===== src/rtl/dsp_issue_ctrl.sv =====
// Command FIFO plus issue sequencer for a multi-latency DSP multiply stage.
// Mode changes drain the pipeline for three cycles before the new mode is issued.
module dsp_issue_ctrl #(
    parameter int N     = 9,
    parameter int M     = 9,
    parameter int DEPTH = 4
) (
    input  logic             clk,
    input  logic             rst,
    input  logic             in_valid,
    output logic             in_ready,
    input  logic [1:0]       in_mode,
    input  logic             in_mac,
    input  logic [1:0]       in_shift,
    input  logic [N-1:0]     in_aa,
    input  logic [M-1:0]     in_bb,
    input  logic [N+M-1:0]   in_cc,
    output logic             start,
    output logic [1:0]       mode,
    output logic             mac,
    output logic [1:0]       barrel_shifter,
    output logic [N-1:0]     aa,
    output logic [M-1:0]     bb,
    output logic [N+M-1:0]   cc,
    output logic             done,
    output logic             err,
    output logic             busy
);

    localparam int AW = $clog2(DEPTH);
    localparam logic [AW:0] FULL_CNT = (AW+1)'(DEPTH);

    typedef struct packed {
        logic [1:0]     mode;
        logic           mac;
        logic [1:0]     shift;
        logic [N-1:0]   aa;
        logic [M-1:0]   bb;
        logic [N+M-1:0] cc;
    } cmd_t;

    typedef enum logic [1:0] {IDLE, DRAIN, ISSUE, HOLD} state_t;

    cmd_t           fifo_mem [DEPTH];
    cmd_t           in_cmd;
    cmd_t           head;
    logic [AW-1:0]  wr_ptr_reg, rd_ptr_reg;
    logic [AW:0]    count_reg;
    logic           push, pop, load, free, err_next;

    state_t         state_reg, state_next;
    logic [1:0]     drain_cnt_reg, drain_cnt_next;
    logic [3:1]     start_dly_reg;

    logic           start_reg, mac_reg, err_reg;
    logic [1:0]     mode_reg, shift_reg;
    logic [N-1:0]   aa_reg;
    logic [M-1:0]   bb_reg;
    logic [N+M-1:0] cc_reg;

    assign in_cmd   = {in_mode, in_mac, in_shift, in_aa, in_bb, in_cc};
    assign head     = fifo_mem[rd_ptr_reg];
    assign in_ready = (count_reg != FULL_CNT);
    assign push     = in_valid & in_ready;

    always_ff @(posedge clk) begin
        if (push)
            fifo_mem[wr_ptr_reg] <= in_cmd;
    end

    always_ff @(posedge clk) begin
        if (rst) begin
            wr_ptr_reg <= '0;
            rd_ptr_reg <= '0;
            count_reg  <= '0;
        end else begin
            if (push)
                wr_ptr_reg <= wr_ptr_reg + AW'(1);
            if (pop)
                rd_ptr_reg <= rd_ptr_reg + AW'(1);
            case ({push, pop})
                2'b10:   count_reg <= count_reg + (AW+1)'(1);
                2'b01:   count_reg <= count_reg - (AW+1)'(1);
                default: count_reg <= count_reg;
            endcase
        end
    end

    // mode_reg doubles as the last issued mode and is held stable until the next load
    assign done = ((mode_reg == 2'b00) & start_reg)
                | ((mode_reg == 2'b01) & start_dly_reg[1])
                | ((mode_reg == 2'b10) & start_dly_reg[3]);

    // The done cycle behaves like IDLE so mode-00 commands can issue every cycle
    assign free = (state_reg == IDLE) | (((state_reg == ISSUE) | (state_reg == HOLD)) & done);

    always_comb begin
        state_next     = state_reg;
        drain_cnt_next = drain_cnt_reg;
        pop            = 1'b0;
        load           = 1'b0;
        err_next       = 1'b0;
        case (state_reg)
            DRAIN: begin
                drain_cnt_next = drain_cnt_reg + 2'd1;
                if (drain_cnt_reg == 2'd2) begin
                    pop        = 1'b1;
                    load       = 1'b1;
                    state_next = ISSUE;
                end
            end
            ISSUE, HOLD: begin
                if (!done)
                    state_next = HOLD;
            end
            default: ;
        endcase
        if (free) begin
            state_next = IDLE;
            if (count_reg != '0) begin
                if (head.mode == 2'b11) begin
                    pop      = 1'b1;
                    err_next = 1'b1;
                end else if (head.mode != mode_reg) begin
                    state_next     = DRAIN;
                    drain_cnt_next = 2'd0;
                end else begin
                    pop        = 1'b1;
                    load       = 1'b1;
                    state_next = ISSUE;
                end
            end
        end
    end

    always_ff @(posedge clk) begin
        if (rst) begin
            state_reg     <= IDLE;
            drain_cnt_reg <= 2'd0;
            start_dly_reg <= '0;
            start_reg     <= 1'b0;
            err_reg       <= 1'b0;
            mode_reg      <= 2'b00;
            mac_reg       <= 1'b0;
            shift_reg     <= 2'b00;
            aa_reg        <= '0;
            bb_reg        <= '0;
            cc_reg        <= '0;
        end else begin
            state_reg     <= state_next;
            drain_cnt_reg <= drain_cnt_next;
            start_dly_reg <= {start_dly_reg[2:1], start_reg};
            start_reg     <= load;
            err_reg       <= err_next;
            if (load) begin
                mode_reg  <= head.mode;
                mac_reg   <= head.mac;
                shift_reg <= head.shift;
                aa_reg    <= head.aa;
                bb_reg    <= head.bb;
                cc_reg    <= head.cc;
            end
        end
    end

    assign start          = start_reg;
    assign err            = err_reg;
    assign mode           = mode_reg;
    assign mac            = mac_reg;
    assign barrel_shifter = shift_reg;
    assign aa             = aa_reg;
    assign bb             = bb_reg;
    assign cc             = cc_reg;
    assign busy           = (count_reg != '0) | (state_reg != IDLE);

endmodule


===== config.mk =====
export PLATFORM = sky130hd
export DESIGN_NAME = dsp_issue_ctrl
export DESIGN_NICKNAME = d
export VERILOG_FILES = /design/src/rtl/dsp_issue_ctrl.sv
export SDC_FILE = /design/constraint.sdc
export NUM_CORES = 1
export LEC_CHECK = 0
export ABC_AREA = 1
export CAP_MARGIN = 30
export CORE_MARGIN = 3
export CORE_UTILIZATION = 50
export DETAILED_ROUTE_END_ITERATION = 10
export GPL_TIMING_DRIVEN = 0
export PLACE_DENSITY = 0.69
export SLEW_MARGIN = 20
export SYNTH_ARGS = -nofsm -noshare
export SYNTH_HDL_FRONTEND = slang
export SYNTH_SLANG_ARGS = --single-unit

===== constraint.sdc =====
create_clock -name clk -period 8.25 [get_ports clk]
set_input_delay 2.0625 -clock clk [delete_from_list [all_inputs] [get_ports clk]]
set_output_delay 2.0625 -clock clk [all_outputs]
set_load 0.005 [all_outputs]

* After elaboration in Yosys (flattened, before gate mapping)
Memories as Yosys holds them, arrays and structs flattened. A register that Yosys moved wholly into a read port is not among the register bits.
Cells that the tools add are included.
** Word-level totals
- Register bits after elaboration :: 57
- Bits in latches :: 0
- Bits in writable memories :: 164
- Bits in read-only memories :: 0
- Bits of input ports :: 44
- Output and inout bits :: 46
- Logic and storage cells :: 81
- Memories kept :: 1
** Operators by class
- Add/subtract/negate cells :: 5
- $mul :: 0
- Divide/modulo/power cells :: 0
- Magnitude comparators :: 0
- Equality and inequality tests :: 13
- Shift-type cells :: 0
- Multiplexer cells :: 27
- Bitwise operators :: 12
- Reduce and logical (&&, ||, !) cells :: 9
** Memory list
- fifo_mem :: depth 4, width 41, rd ports 1, clocked after memory_dff 1, wr ports 1, RTL line 44 : cmd_t fifo_mem [DEPTH];
** Operators by type and width (number)
- $mux 2 :: 13
- $eq 2x2->1 const B :: 6
- $mux 1 :: 12
- $ne 3x3->1 const B :: 3
- $add 2x1->2 const B :: 3
- $eq 2x1->1 const B :: 3
- $pmux 3 s2 :: 1
- $reduce_bool 3->1 :: 2
- $and 1x1->1 :: 5
- $or 1x1->1 :: 5
- $logic_not 2->1 :: 2
- $pmux 2 s2 :: 1
- $reduce_bool 2->1 :: 2
- $add 3x1->3 const B :: 1
- $reduce_and 3->1 :: 1
- $reduce_or 3->1 :: 1
- $sub 3x1->3 const B :: 1
- $ne 2x2->1 :: 1
- $not 1->1 :: 2
- $reduce_or 2->1 :: 1

* Depth between registers and ports, before layout
Gate-level depths: netlist of the first run.
- Depth after elaboration :: 9
- Mapped depth :: 17
- Mapped depth without buffers :: 17

* Worst setup path after synthesis of the first run
Ideal clock, no wire load.
- Kind :: input-to-reg
- Start point :: input port in_valid
- End point :: memory fifo_mem[0][0] in the netlist's numbering, enable pin
- Setup time :: 440 ps
- Arrival time :: 3963 ps
- Data required time :: 7810 ps
- Path slack :: 3847 ps
- Stages on the path :: 2
- Path buffers :: 0
- Path through :: nand2_1 nor2_1
** Between the ends
- Cells in the longest elaborated chain, start to end :: 3
** Ends and longest elaborated chain
- start, declared :: RTL line 10 : input logic in_valid,
- $and 1x1->1 :: RTL line 64 : assign push = in_valid & in_ready;
- $mux 1 :: RTL line 67 : if (push)
- $mux 1 (implied by the code) :: RTL line 68 : fifo_mem[wr_ptr_reg] <= in_cmd;
- end, declared :: RTL line 44
Every way passes these cells.

* Worst setup path in the final report of the first run
- Start point :: register count_reg[2]
- End point :: output port busy
** Between the ends
- Cells in the longest elaborated chain, start to end :: 2
** Ends and longest elaborated chain
- start, declared :: RTL line 48 : logic [AW:0] count_reg;
- start signal, assigned :: RTL line 82 : 2'b10: count_reg <= count_reg + (AW+1)'(1);
- start signal, assigned :: RTL line 83 : 2'b01: count_reg <= count_reg - (AW+1)'(1);
- start signal, assigned :: RTL line 84 : default: count_reg <= count_reg;
- $reduce_bool 3->1 :: RTL line 174 : assign busy = (count_reg != '0) | (state_reg != IDLE);
- $or 1x1->1 :: RTL line 174
- end, declared :: RTL line 27 : output logic busy
Every way passes these cells.

==> impl_metrics.toml, run 1 <==
[clock_network]
cts_inserted_buffers = 23
cts-root-buf = "clkbuf_16"
post_cts_buffers = 0
cts.hold.buffers_added = 0
cts_htree_levels = 1
clock_tree.buffer_depth = 3
clkLatencyLatePin_ns = 0.50
cts_resized = 0
clk_pin_slew_worst_paths_ns = 0.06
cts_tree = "built"
cts.sinks = 223

[logic_synthesis]
yosysTopAreaCellShare_pct = 58.0
synthCells = 710
synth_nets = 761
synth_area_per_cell_um2 = 12.0
synth_area_leaders = "edfxtp_1 (58%), dfxtp_1 (14%), o21ai_0 (4.9%)"
ys_ff_latch = 223
ys_types = 30
yosys.area.top_type = "edfxtp_1"
netlist_area_um2 = 8490
ys_seq_area_share_pct = 71.9
ys_warn_count = 0

[sta]
fin_crit_sh_pct = 47.6
drv_slew = 0
rsz0062_at_grt = "no"
relSlewSlack_pct = 48.5
max_freq_ghz = 0.255
skew_ns = 0.0224
worst_pin_slew_ns = 0.771
tns_ns = 0
layout_min_cycle_time_ns = 3.92
hold_slack_ns = 0.395
hold_viol_final = 0
setup_violations = 0

[floorplanning]
die-area_um2 = 18600
io-pin-count = 90
die_w_um = 136
dieHeight_um = 136
num_rows = 47
start_util_pct = 51.2
core_um2 = 16600

[grt]
grt-ovfl-total = 0
grt_pass1_vias = 6030
grt_pass1_wl_um = 30500
grt_max_degree = 24
grtUsageTotal_pct = 21.2
grt_antenna_before_repair = 0

[placed_design]
place.gp.congestion = 0.817
io_buffer_count = 89
place_hpwl_um = 12700

[setup_path]
required_ns = 6.19
ff2ff_path_depth = 15
path_class = "reg -> out"
reg2reg_to = "count_reg[2]"
worst_setup_path_start_kind = "register"
cp.arrival_ns = 1.86
critPathMaxFanout = 4
cp-end-kind = "output port"
rrSetupSlack_ns = 5.62
setup.worst_path.start = "count_reg[2]"

[hold_path]
hp-class = "reg -> reg"
hold_start = "start_dly_reg[2]"
hold_depth = 2
holdPathEnd = "start_dly_reg[3]"

[finish]
post-route-util_pct = 63.1
area_growth_pct = 23.3
n_antenna_cell = 0
final_common_cell = "edfxtp_1"
layout_common_cells = "edfxtp_1 (164), nor2_1 (95), clkdlybuf4s50_1 (89)"
nets = 880
drive_gt1_share_pct = 7.35
largest_reg_flops = 164

[detailed_routing]
via_count = 5935
wl_per_cell_um = 18.8
wl_um = 20000
via_per_inst = 5.58
dr.pass1.iters = 5
drc = 0
initialDrtViolationCount = 621
detail-route-antenna-nets = 0

[pwr]
powerDensity_nw_per_um2 = 302
ir_drop_mv = 0.173
p_leak_nw = 3.57

[run]
max_cap_viol_count = 0

[outcome]
status = "finished clean"
## per-stage QoR
step	worst slack, ns	instances	cell area (um2)	power, W
3_3_place_gp	1.91	1019	9650	0.00219
3_5_place_dp	4.06	1024	9790	0.00223
4_1_cts	4.33	1064	10500	0.00316
6_report	4.33	1064	10500	0.00316
2_1_floorplan	3.85	710	8490	0.00188
5_1_grt	4.15	1064	10500	0.00330
## how the worst max path moves through the flow
stage | end | slack, ns | depth (start not counted)
final | busy | 4.33 | 3
after global routing | busy | 4.15 | 3
after CTS | busy | 4.33 | 3
after detailed placement | fifo_mem[0][3] | 4.06 | 4
after global placement | fifo_mem[3][3] | 1.91 | 3
after floorplan | fifo_mem[0][0] | 3.85 | 2
## cells by family (layout without fill, tap and decap cells)
logic type | Yosys count | in the layout | share of synthesized area (%)
xor gates and xnor gates | 1 | 1 | 0.103
AOI/OAI and AO/OA | 173 | 173 | 10.9
and+or+nand+nor | 235 | 235 | 12.2
DFF | 223 | 223 | 71.9
adders and majority gates | 7 | 7 | 1.12
buffers and inverters | 71 | 205 | 3.80
## layout make-up
cell class / count / area [um2]
clock inverters: 8 / 65.1
clock buffers: 32 / 609
inverters: 28 / 105
flip-flops and latches: 223 / 6110
repair buffers: 94 / 998
fillers: 1293 / 6120
multi-input cells: 416 / 2090
well taps: 220 / 275
plain buffers: 43 / 218
## layer usage
metal | wire length [um] | part of all wire (%) | GRT usage, % | up-vias
met5 | 0 | 0 | 0 | -
met4 | 363 | 1.8 | 8.57 | 0
met3 | 1360 | 6.8 | 3.81 | 36
met2 | 10100 | 50 | 36.3 | 243
met1 | 8220 | 41 | 26.9 | 2887
li1 | - | - | - | 2769
## worst max-delay path: stages (launching register included)
cell             delay [ns]
dfxtp_1                0.33
nor3_1                 0.48
nand2_1                0.09
clkdlybuf4s50_1        0.46
## cells in the mapped netlist
master,n
buf_8,1
nand2_8,1
nand4_1,1
nand2_2,3
o21ai_0,83
nand3_2,5
dfxtp_1,59
nor2_2,2
nand3_4,1
o211ai_1,1
nor4_1,1
nand2_1,69
nor2_1,99
buf_4,4
o2111ai_1,1
nor2_4,1
nor3_1,2
nand3_1,50
inv_1,26
buf_6,4
clkbuf_1,34
a31oi_1,1
fa_1,1
inv_2,2
ha_1,6
o21ai_1,39
o22ai_1,39
edfxtp_1,164
a21oi_1,9
xor2_1,1
## power by group
group / leakage, nW / internal (W) / switching (W)
clock: 0.327 / 0.000545 / 0.000395
sequential: 1.98 / 0.00137 / 0.0000660
combinational: 1.26 / 0.000318 / 0.000461
total: 3.57 / 0.00223 / 0.000922
No activity file was read; power rests on OpenSTA's default activity.
==> inputs of run 2 (changes only) <==
Settings changed: PLACE_DENSITY 0.69 to 0.72.
Clock period 8.25 ns to 3.4 ns, I/O delays scaled along.
==> impl_metrics.toml, run 2 (same netlist as run 1, synthesis figures left out) <==
[sta]
hold_viol_final = 0
worst_pin_slew_ns = 0.784
rsz0062_at_grt = "no"
fin_crit_sh_pct = 80.0
skew_ns = 0.0184
setup_violations = 0
drv_slew = 0
max_freq_ghz = 0.368
relSlewSlack_pct = 47.6
layout_min_cycle_time_ns = 2.72

[finish]
drive_gt1_share_pct = 7.80
nFillCells = 1258
layout_common_cells = "edfxtp_1 (164), nor2_1 (95), clkdlybuf4s50_1 (89)"
final_common_cell = "edfxtp_1"
post-route-util_pct = 63.4
largest_reg_flops = 164
nets = 880
seq_area_um2 = 6110
area_growth_pct = 23.8
final_cells = 1067
multi_input_area_um2 = 2090

[hold_path]
hold_depth = 2
hp-class = "reg -> reg"

[detailed_routing]
routed.top_layer = "met4"
wl_per_cell_um = 18.8
wl_met1_um = 8300
via_count = 6000
drc = 0
detail-route-antenna-nets = 0
initialDrtViolationCount = 535
via_per_inst = 5.62
met2_length_um = 9860
wl_um = 20000
route.met3.wl_um = 1450
dr.pass1.iters = 5

[placed_design]
io_buffer_count = 89
place.gp.congestion = 0.810
place_hpwl_um = 12800
dp_cells = 1024

[clock_network]
post_cts_buffers = 0
clkLatencyLatePin_ns = 0.51
cts.sinks = 223
cts-root-buf = "clkbuf_16"
clock_tree.buffer_depth = 3
clk_pin_slew_worst_paths_ns = 0.06
cts_htree_levels = 1
cts_resized = 0
cts_tree = "built"
cts_inserted_buffers = 23
cts.hold.buffers_added = 0

[setup_path]
cp_slowest_cell = "nor3_1"
path_class = "reg -> out"
worst_setup_path_start_kind = "register"
cp-end-kind = "output port"
max_stage_delay_ns = 0.47
critPathMaxFanout = 4
required_ns = 2.55
crit_chain = "nor3_1, nand2_1, clkdlybuf4s50_1"
cp.arrival_ns = 1.87
ff2ff_path_depth = 15

[floorplanning]
die-area_um2 = 18600
core_um2 = 16600
dieHeight_um = 136
die_w_um = 136
io-pin-count = 90
num_rows = 47
start_util_pct = 51.2

[pwr]
finalPower_w = 0.00771
ir_drop_mv = 0.541
p_leak_nw = 3.59
powerDensity_nw_per_um2 = 734

[grt]
grt_pass1_vias = 6088
grt-ovfl-total = 0
grt_pass1_wl_um = 31100
grt_antenna_before_repair = 0
grt_max_degree = 23
grtUsageTotal_pct = 21.5

[outcome]
status = "finished clean"

[run]
max_cap_viol_count = 0
==> run 2: report_power, final <==
part / switching (W) / internal, W / total [W]
registers: 0.000162 / 0.00333 / 0.00349
clock network: 0.000976 / 0.00137 / 0.00234
logic: 0.00111 / 0.000768 / 0.00188
total: 0.00225 / 0.00546 / 0.00771
==> run 2: path summary, 6_finish.rpt <==
path               startpoint               end  slack (ns)
min reg2reg  start_dly_reg[2]  start_dly_reg[3]        0.41
min          start_dly_reg[2]  start_dly_reg[3]        0.41
max reg2reg          register      count_reg[2]        0.75
max              count_reg[2]              busy        0.68
==> run 2: routing by layer <==
layer  up-vias  global-route usage, %
li1       2778                      -
met3        35                   4.07
met5         -                      0
met2       278                   36.7
met4         0                   7.00
met1      2909                   27.8
==> run 2: layout make-up <==
cell class	instances	area share [%]
clock buffer	31	5.95
inverter	28	1.00
clock inverter	11	0.786
antenna	1	0.0238
timing repair buffer	94	9.57
sequential	223	58.1
tap	220	2.62
buffer	43	2.07
multi-input combinational	416	19.9
==> run 2: stage by stage <==
| step | hold WS, ns | area, um2 | setup slack [ns] | setup TNS [ns] |
|---|---|---|---|---|
| floorplan | 0.388 | 8490 | 0.210 | 0 |
| global placement | 0.400 | 9650 | -1.76 | -283.04 |
| detailed placement | 0.401 | 9800 | 0.443 | 0 |
| CTS | 0.410 | 10500 | 0.629 | 0 |
| global route | 0.456 | 10500 | 0.507 | 0 |
| finish | 0.410 | 10500 | 0.682 | 0 |
==> run 2: worst max-delay path, delay by kind of cell, from the launching register on <==
kind / cells / cell delay (ns)
DFF: 1 / 0.32
buffers and inverters: 1 / 0.47
and+or+nand+nor: 2 / 0.58
